`src/rtl/clk_div_pkg.sv`:
```
// clk_div_pkg: shared constants and types for the multi-channel clock divider.
package clk_div_pkg;
   localparam int CNT_W_DEF = 32;
   localparam int MAX_CH = 8;
   typedef logic [CNT_W_DEF-1:0] div_t;
endpackage

```
`src/rtl/clk_div_chan.sv`:
```
// clk_div_chan: one divider channel; a new half-period is latched as pending and
// only loaded at a terminal count so no half-period is ever truncated.
module clk_div_chan
   import clk_div_pkg::*;
#(
   parameter int          CNT_W       = CNT_W_DEF,
   parameter int unsigned DIV_DEFAULT = 25_000_000
) (
   input  logic             clk,
   input  logic             rst_n,
   input  logic             en,
   input  logic             hold,
   input  logic             wr,
   input  logic [CNT_W-1:0] val,
   output logic             pend,
   output logic             clk_slow,
   output logic             tick
);
   logic [CNT_W-1:0] cnt, half, pend_div, eff;
   logic             term;
   always_comb begin
      eff  = (half == '0) ? CNT_W'(1) : half;
      term = en && (cnt == eff - CNT_W'(1));
   end
   always_ff @(posedge clk) begin
      if (!rst_n) begin
         cnt      <= '0;
         half     <= CNT_W'(DIV_DEFAULT);
         pend_div <= '0;
         pend     <= 1'b0;
         clk_slow <= 1'b0;
         tick     <= 1'b0;
      end else begin
         tick <= 1'b0;
         if (hold) begin
            cnt      <= '0;
            clk_slow <= 1'b0;
         end else if (term) begin
            cnt      <= '0;
            clk_slow <= !clk_slow;
            tick     <= !clk_slow;
            if (pend) begin
               half <= pend_div;
               pend <= 1'b0;
            end
         end else if (en) begin
            cnt <= cnt + CNT_W'(1);
         end
         // a write landing on a terminal count re-arms pend for the next boundary
         if (wr) begin
            pend_div <= val;
            pend     <= 1'b1;
         end
      end
   end
endmodule

```
`src/rtl/clk_div_multi.sv`:
```
// clk_div_multi: NUM_CH runtime-programmable clock dividers with glitch-free divisor update.
// Define CLK_DIV_STEP_EN to add single-step control of channel 0 (step_mode, step_req).
module clk_div_multi
   import clk_div_pkg::*;
#(
   parameter int          NUM_CH      = 2,
   parameter int          CNT_W       = CNT_W_DEF,
   parameter int unsigned DIV_DEFAULT = 25_000_000,
   localparam int         CH_W        = (NUM_CH > 1) ? $clog2(NUM_CH) : 1
) (
   input  logic              clk,
   input  logic              rst_n,
   input  logic [NUM_CH-1:0] en,
   input  logic              div_wr,
   input  logic [CH_W-1:0]   div_ch,
   input  logic [CNT_W-1:0]  div_val,
`ifdef CLK_DIV_STEP_EN
   input  logic              step_mode,
   input  logic              step_req,
`endif
   output logic [NUM_CH-1:0] div_pend,
   output logic [NUM_CH-1:0] clk_slow,
   output logic [NUM_CH-1:0] tick
);
   logic [NUM_CH-1:0] slow_c, tick_c;
   logic              step_hold;
`ifdef CLK_DIV_STEP_EN
   logic req_q, req_qq, step_pulse;
   assign step_hold = step_mode;
   always_ff @(posedge clk) begin
      if (!rst_n) begin
         req_q      <= 1'b0;
         req_qq     <= 1'b0;
         step_pulse <= 1'b0;
      end else begin
         req_q      <= step_req;
         req_qq     <= req_q;
         step_pulse <= step_mode && req_q && !req_qq;
      end
   end
   always_comb begin
      clk_slow = slow_c;
      tick     = tick_c;
      if (step_mode) begin
         clk_slow[0] = step_pulse;
         tick[0]     = step_pulse;
      end
   end
`else
   assign step_hold = 1'b0;
   assign clk_slow  = slow_c;
   assign tick      = tick_c;
`endif
   for (genvar i = 0; i < NUM_CH; i++) begin : g_ch
      clk_div_chan #(.CNT_W(CNT_W), .DIV_DEFAULT(DIV_DEFAULT)) u_chan (
         .clk      (clk),
         .rst_n    (rst_n),
         .en       (en[i]),
         .hold     (i == 0 && step_hold),
         .wr       (div_wr && div_ch == CH_W'(i)),
         .val      (div_val),
         .pend     (div_pend[i]),
         .clk_slow (slow_c[i]),
         .tick     (tick_c[i])
      );
   end
endmodule

```
`config.mk`:
```
export PLATFORM = sky130hd
export DESIGN_NAME = clk_div_multi
export DESIGN_NICKNAME = d
export VERILOG_FILES = /design/src/rtl/clk_div_pkg.sv /design/src/rtl/clk_div_chan.sv /design/src/rtl/clk_div_multi.sv
export SDC_FILE = /design/constraint.sdc
export NUM_CORES = 1
export LEC_CHECK = 0
export ABC_CLOCK_PERIOD_IN_PS = 5300
export CAP_MARGIN = 20
export CORE_ASPECT_RATIO = 1.25
export CORE_MARGIN = 2
export CORE_UTILIZATION = 45
export CTS_CLUSTER_SIZE = 16
export DETAILED_ROUTE_END_ITERATION = 8
export SYNTH_ARGS = -nofsm -noshare
export SYNTH_HDL_FRONTEND = slang
export SYNTH_SLANG_ARGS = --single-unit
export TNS_END_PERCENT = 20
```
`constraint.sdc`:
```
create_clock -name clk -period 5.3 [get_ports clk]
set_input_delay 0.795 -clock clk [delete_from_list [all_inputs] [get_ports clk]]
set_output_delay 0.795 -clock clk [all_outputs]
set_load 0.005 [all_outputs]
```
==> impl_metrics.yaml, run 1 <==
outcome:
  status: "completed"
clock_network:
  clk_pin_slew_ns: 0.07
  cts_tree: "built"
  insertion_delay_ns: 0.44
  cts_max_level: 4
  post_cts_buffers: 0
  cts_buffers: 17
  cts_resized: 0
  cts_sinks: 198
  clock-root-buffer: "clkbuf_16"
  ctsHoldBuffers: 0
  cts.path.max_buffers: 2
synthesis:
  syn_nets: 1344
  synth_edf_count: 0
  syn_area_per_cell_um2: 8.13
  synthArstFlopShare_pct: 0
  seq_area_frac_synth_pct: 37.4
  synthCells: 1302
  yosys.area.top_type: "dfxtp_1"
  ys_types: 77
  synthFlopType: "dfxtp_1"
  yosysTopAreaCellShare_pct: 37.4
  yosys_warnings: 0
  ys_ff_latch: 198
  synth_area_leaders: "dfxtp_1, nand2_1, xor2_1, xnor2_1, a21oi_1"
  syn_area_mm2: 0.0106
  yosysMostFrequentCell: "nand2_1"
  synthTopCellsByCount: "nand2_1, dfxtp_1, a21oi_1"
timing:
  setup_viol: 0
  setup_tns_ns: 0
  final_hold_viol_count: 0
  slew_headroom_pct: 42.2
  slew_viol_final: 0
  finalClockSkew_ns: 0.00935
  worst_pin_slew_ns: 0.868
  grt_setup_unrepaired: "no"
  finalCritPeriodShare_pct: 87.5
  fin_crit_ns: 4.64
  clock.fmax_mhz: 216
place:
  dp.cells: 1560
  io_buffers: 43
  place.gp.congestion: 0.915
  dpl_cell_area_mm2: 0.0111
  hpwl_um: 19500
floorplan:
  dieArea_mm2: 0.0248
  num_io_pins: 44
  fp.dieW_um: 141
  coreArea_mm2: 0.0230
  rows: 62
  start_util_pct: 45.9
  dieHeight_um: 175
power:
  power.leakage_nw: 4.00
  ir_drop_v: 0.000238
  powerDensity_mw_per_mm2: 263
layout:
  drive_above_1_share_pct: 9.11
  num_antenna_cells: 0
  synthToLayoutAreaGrowth_pct: 11.2
  fin_cells: 1594
  nets: 1335
  finish.instance_area_mm2: 0.0118
setup_path:
  critPathTopFamily: "simple AND/OR/NAND/NOR gates"
  crit_required_ns: 5.62
  crit_top_cell: "nor4_1"
  start_kind: "flop"
  max_stage_delay_ns: 0.62
  worstPathMaxFanout: 32
  cpMaxStageDelayCell: "nor4_1"
  crit_type: "reg -> reg"
  arrival_ns: 4.96
  worstPathCellList: "nor4_1 -> nand2_1 -> nor4_1 -> nor2_1 -> ha_1 -> or4b_1 -> or2_1 -> nor4_1 -> mux2_1 -> nor3_1 -> nand4_2 -> buf_4 -> o31ai_4 -> buf_4 -> nor2_1"
  end_kind: "flop"
  path_buf_inv: 2
global_routing:
  grt_pass1_wl_um: 44100
  grt_overflow_total: 0
  grt_util_all_layers_pct: 21.9
  grt_pass1_vias: 8657
  grt_max_degree: 83
  antenna_found_initial: 0
detailed_routing:
  vias: 8962
  ant_nets: 0
  wl_per_cell_um: 16.8
  detail_route.vias_per_cell: 5.62
  routed_wl_um: 26700
  post-route-drc-count: 0
  dr.pass1.iters: 5
  drt_iter0_markers: 545
flow_run:
  maxCapViolations: 0
min_path:
  hold_class: "reg -> reg"
## kinds of logic after synthesis
group	count (synthesis)	synth area share, %
and+or+nand+nor	593	28.7
AOI/OAI and AO/OA	221	13.6
DFF	198	37.4
xor gates and xnor gates	132	10.9
buffers and inverters	116	5.24
muxes	38	3.64
adders and majority gates	4	0.473
## area by class of cell
class,count,area [um^2]
fillers,2213,11300
multi-input cells,988,6070
flip-flops and latches,198,3960
repair buffers,65,651
clock buffers,17,425
well taps,288,360
clock inverters,15,219
inverters,23,86.3
## flip-flops by register name (all words and copies together), names as in the netlist
| register | count |
|---|---|
| g_ch.u_chan.cnt | 64 |
| g_ch.u_chan.half | 64 |
| g_ch.u_chan.pend_div | 64 |
| g_ch.u_chan.clk_slow | 2 |
| g_ch.u_chan.pend | 2 |
| g_ch.u_chan.tick | 2 |
## per-layer routing
metal / track usage, % / vias to the layer above / wire, um
met1: 26.7 / 4156 / 11800
met5: 0 / - / 0
li1: - / 4577 / -
met2: 38.5 / 168 / 13300
met4: 10.1 / 0 / 937
met3: 2.37 / 61 / 720
## worst min-delay path: stages, from the launching register on
cell	delay, ns
dfxtp_1	0.31
nand2_1	0.05
a21oi_1	0.05
## cells in the final DEF (no fill, tap or decap), drive strengths merged, types with 11 or more instances in the layout
cell / synthesis / layout
nor2: 116 / 116
mux2i: 34 / 34
nor3: 27 / 27
xor2: 74 / 74
or3: 14 / 14
xnor2: 58 / 58
o31ai: 28 / 28
and3: 19 / 19
dfxtp: 198 / 198
o211ai: 16 / 16
nand4: 57 / 57
nand2: 218 / 218
and4: 11 / 11
a21oi: 95 / 95
buf: 28 / 23
a31oi: 19 / 19
o21ai: 22 / 22
nand3: 44 / 44
clkbuf: 65 / 17
clkdlybuf4s50: 0 / 42
nor4: 40 / 40
inv: 22 / 28
## final timing paths
path                                              endpoint                  startpoint  depth (start not counted)  slack, ns
worst max-delay path                g_ch[1].u_chan.cnt[14]     g_ch[1].u_chan.half[17]                         15       0.66
worst min-delay path            g_ch[0].u_chan.pend_div[2]  g_ch[0].u_chan.pend_div[2]                          2       0.46
worst max register to register      g_ch[1].u_chan.cnt[14]     g_ch[1].u_chan.half[17]                         15       0.66
worst min register to register  g_ch[0].u_chan.pend_div[2]  g_ch[0].u_chan.pend_div[2]                          2       0.46
## power by group
| group | internal (W) | switching [W] | total (W) |
|---|---|---|---|
| clock | 0.000805 | 0.000624 | 0.00143 |
| combinational | 0.0000572 | 0.0000788 | 0.000136 |
| sequential | 0.00151 | 0.0000203 | 0.00153 |
## metrics by stage
stage	power [W]	utilization [%]	hold slack, ns	worst slack (ns)
detailed placement	0.00170	48.1	0.447	0.729
CTS	0.00312	50.9	0.458	0.681
global route	0.00320	51.1	0.476	0.254
global placement	0.00170	48.0	0.445	0.819
floorplan	0.00164	-	0.435	1.42
finish	0.00310	51.1	0.456	0.662
(Power assumes the default switching activity.)
==> inputs of run 2 (changes only) <==
Settings changed: CORE_MARGIN 2 to 3, GPL_TIMING_DRIVEN set to 0.
==> impl_metrics.yaml, run 2 (synthesis gave the netlist of run 1 again) <==
layout:
  fin_util_pct: 51.9
  num_antenna_cells: 0
  biggestRegsByFlops: "g_ch.u_chan.cnt: 64 flops, g_ch.u_chan.half: 64 flops, g_ch.u_chan.pend_div: 64 flops"
  mostFrequentLayoutCell: "nand2_1"
  drive_above_1_share_pct: 8.81
  fin_cells: 1662
  nets: 1403
  mostFrequentLayoutCells: "nand2_1, dfxtp_1, a21oi_1"
  fillCellCount: 2262
  synthToLayoutAreaGrowth_pct: 13.0
place:
  dp.cells: 1631
  hpwl_um: 21900
  place.gp.congestion: 0.960
  dp_slack_ns: 0.317
  io_buffers: 40
clock_network:
  cts_buffers: 17
  clk_pin_slew_ns: 0.07
  cts.path.max_buffers: 2
  ctsHoldBuffers: 0
  cts_sinks: 198
  cts_tree: "built"
  cts_resized: 0
  post_cts_buffers: 0
  insertion_delay_ns: 0.44
  cts_max_level: 4
  clock-root-buffer: "clkbuf_16"
timing:
  grt_setup_unrepaired: "no"
  final_hold_viol_count: 0
  worst_pin_slew_ns: 0.796
  worst_slack_ns: 0.462
  finalCritPeriodShare_pct: 91.3
  finalClockSkew_ns: 0.00999
  slew_viol_final: 0
  setup_tns_ns: 0
  clock.fmax_mhz: 207
  fin_crit_ns: 4.84
  setup_viol: 0
  slew_headroom_pct: 46.5
floorplan:
  fp.dieW_um: 143
  start_util_pct: 45.9
  num_io_pins: 44
  rows: 62
  dieArea_mm2: 0.0254
  dieHeight_um: 177
  coreArea_mm2: 0.0230
global_routing:
  grt_util_all_layers_pct: 22.1
  antenna_found_initial: 0
  grt_overflow_total: 0
  grt_max_degree: 18
  grt_pass1_vias: 8956
  grt_pass1_wl_um: 44900
setup_path:
  worstPathMaxFanout: 10
  start_kind: "flop"
  arrival_ns: 5.20
  crit_required_ns: 5.66
  end_kind: "flop"
  crit_type: "reg -> reg"
detailed_routing:
  ant_nets: 0
  dr.pass1.iters: 5
  wl_per_cell_um: 16.8
  post-route-drc-count: 0
  routed_wl_um: 27900
  detail_route.vias_per_cell: 5.46
  vias: 9079
  drt_iter0_markers: 366
min_path:
  hold_class: "reg -> reg"
power:
  power_w: 0.00303
  ir_drop_v: 0.000230
  powerDensity_mw_per_mm2: 253
  power.leakage_nw: 4.08
flow_run:
  maxCapViolations: 0
outcome:
  status: "completed"
-- run 2: final timing paths --
| check | endpoint | start | depth (start not counted) | slack, ns |
|---|---|---|---|---|
| worst max-delay path | g_ch[1].u_chan.tick | g_ch[1].u_chan.half[25] | 14 | 0.46 |
| worst max register to register | g_ch[1].u_chan.tick | g_ch[1].u_chan.half[25] | 14 | 0.46 |
| worst min register to register | g_ch[0].u_chan.pend_div[5] | g_ch[0].u_chan.pend_div[5] | 2 | 0.46 |
| worst min-delay path | g_ch[0].u_chan.pend_div[5] | g_ch[0].u_chan.pend_div[5] | 2 | 0.46 |
-- run 2: routing by layer --
metal | part of all wire, % | vias up | global-route usage [%]
li1 | - | 4705 | -
met1 | 41 | 4181 | 24.3
met5 | 0 | - | 0
met4 | 3.9 | 0 | 9.79
met3 | 2.1 | 62 | 3.02
met2 | 53 | 131 | 41.7
-- run 2: critical path, stage by stage, from the launching register on --
cell and delay, ns:
dfxtp_1 0.36, or4_4 0.59, or4_4 0.46, nor4_1 0.31
nor2_1 0.14, ha_1 0.28, or4b_1 0.17, buf_2 0.22
or2_1 0.26, nor4_1 0.10, mux2_1 0.33, nor3_1 0.40
nand4_2 0.33, nor3_1 0.55, nor3b_1 0.23
-- run 2: cell type report --
| cell class | instances | area [um^2] | share of cell area (%) |
|---|---|---|---|
| buffer | 92 | 464 | 3.88 |
| clock buffer | 20 | 467 | 3.90 |
| clock inverter | 12 | 139 | 1.16 |
| inverter | 23 | 86.3 | 0.722 |
| multi-input combinational | 988 | 6080 | 50.8 |
| sequential | 198 | 3960 | 33.1 |
| tap | 288 | 360 | 3.01 |
| timing repair buffer | 41 | 405 | 3.39 |
-- run 2: report_power, final --
part / switching, W / internal (W) / total, W / leakage (nW)
Combinational: 0.0000845 / 0.0000577 / 0.000142 / 2.18
Sequential: 0.0000202 / 0.00151 / 0.00153 / 1.60
Clock: 0.000609 / 0.000743 / 0.00135 / 0.303
Total: 0.000713 / 0.00231 / 0.00303 / 4.08
-- run 2: per-stage QoR --
step	cell area, um^2	hold slack, ns
2_1_floorplan	10600	0.435
3_3_place_gp	11300	0.443
3_5_place_dp	11400	0.447
4_1_cts	12000	0.459
5_1_grt	12000	0.471
6_report	12000	0.457
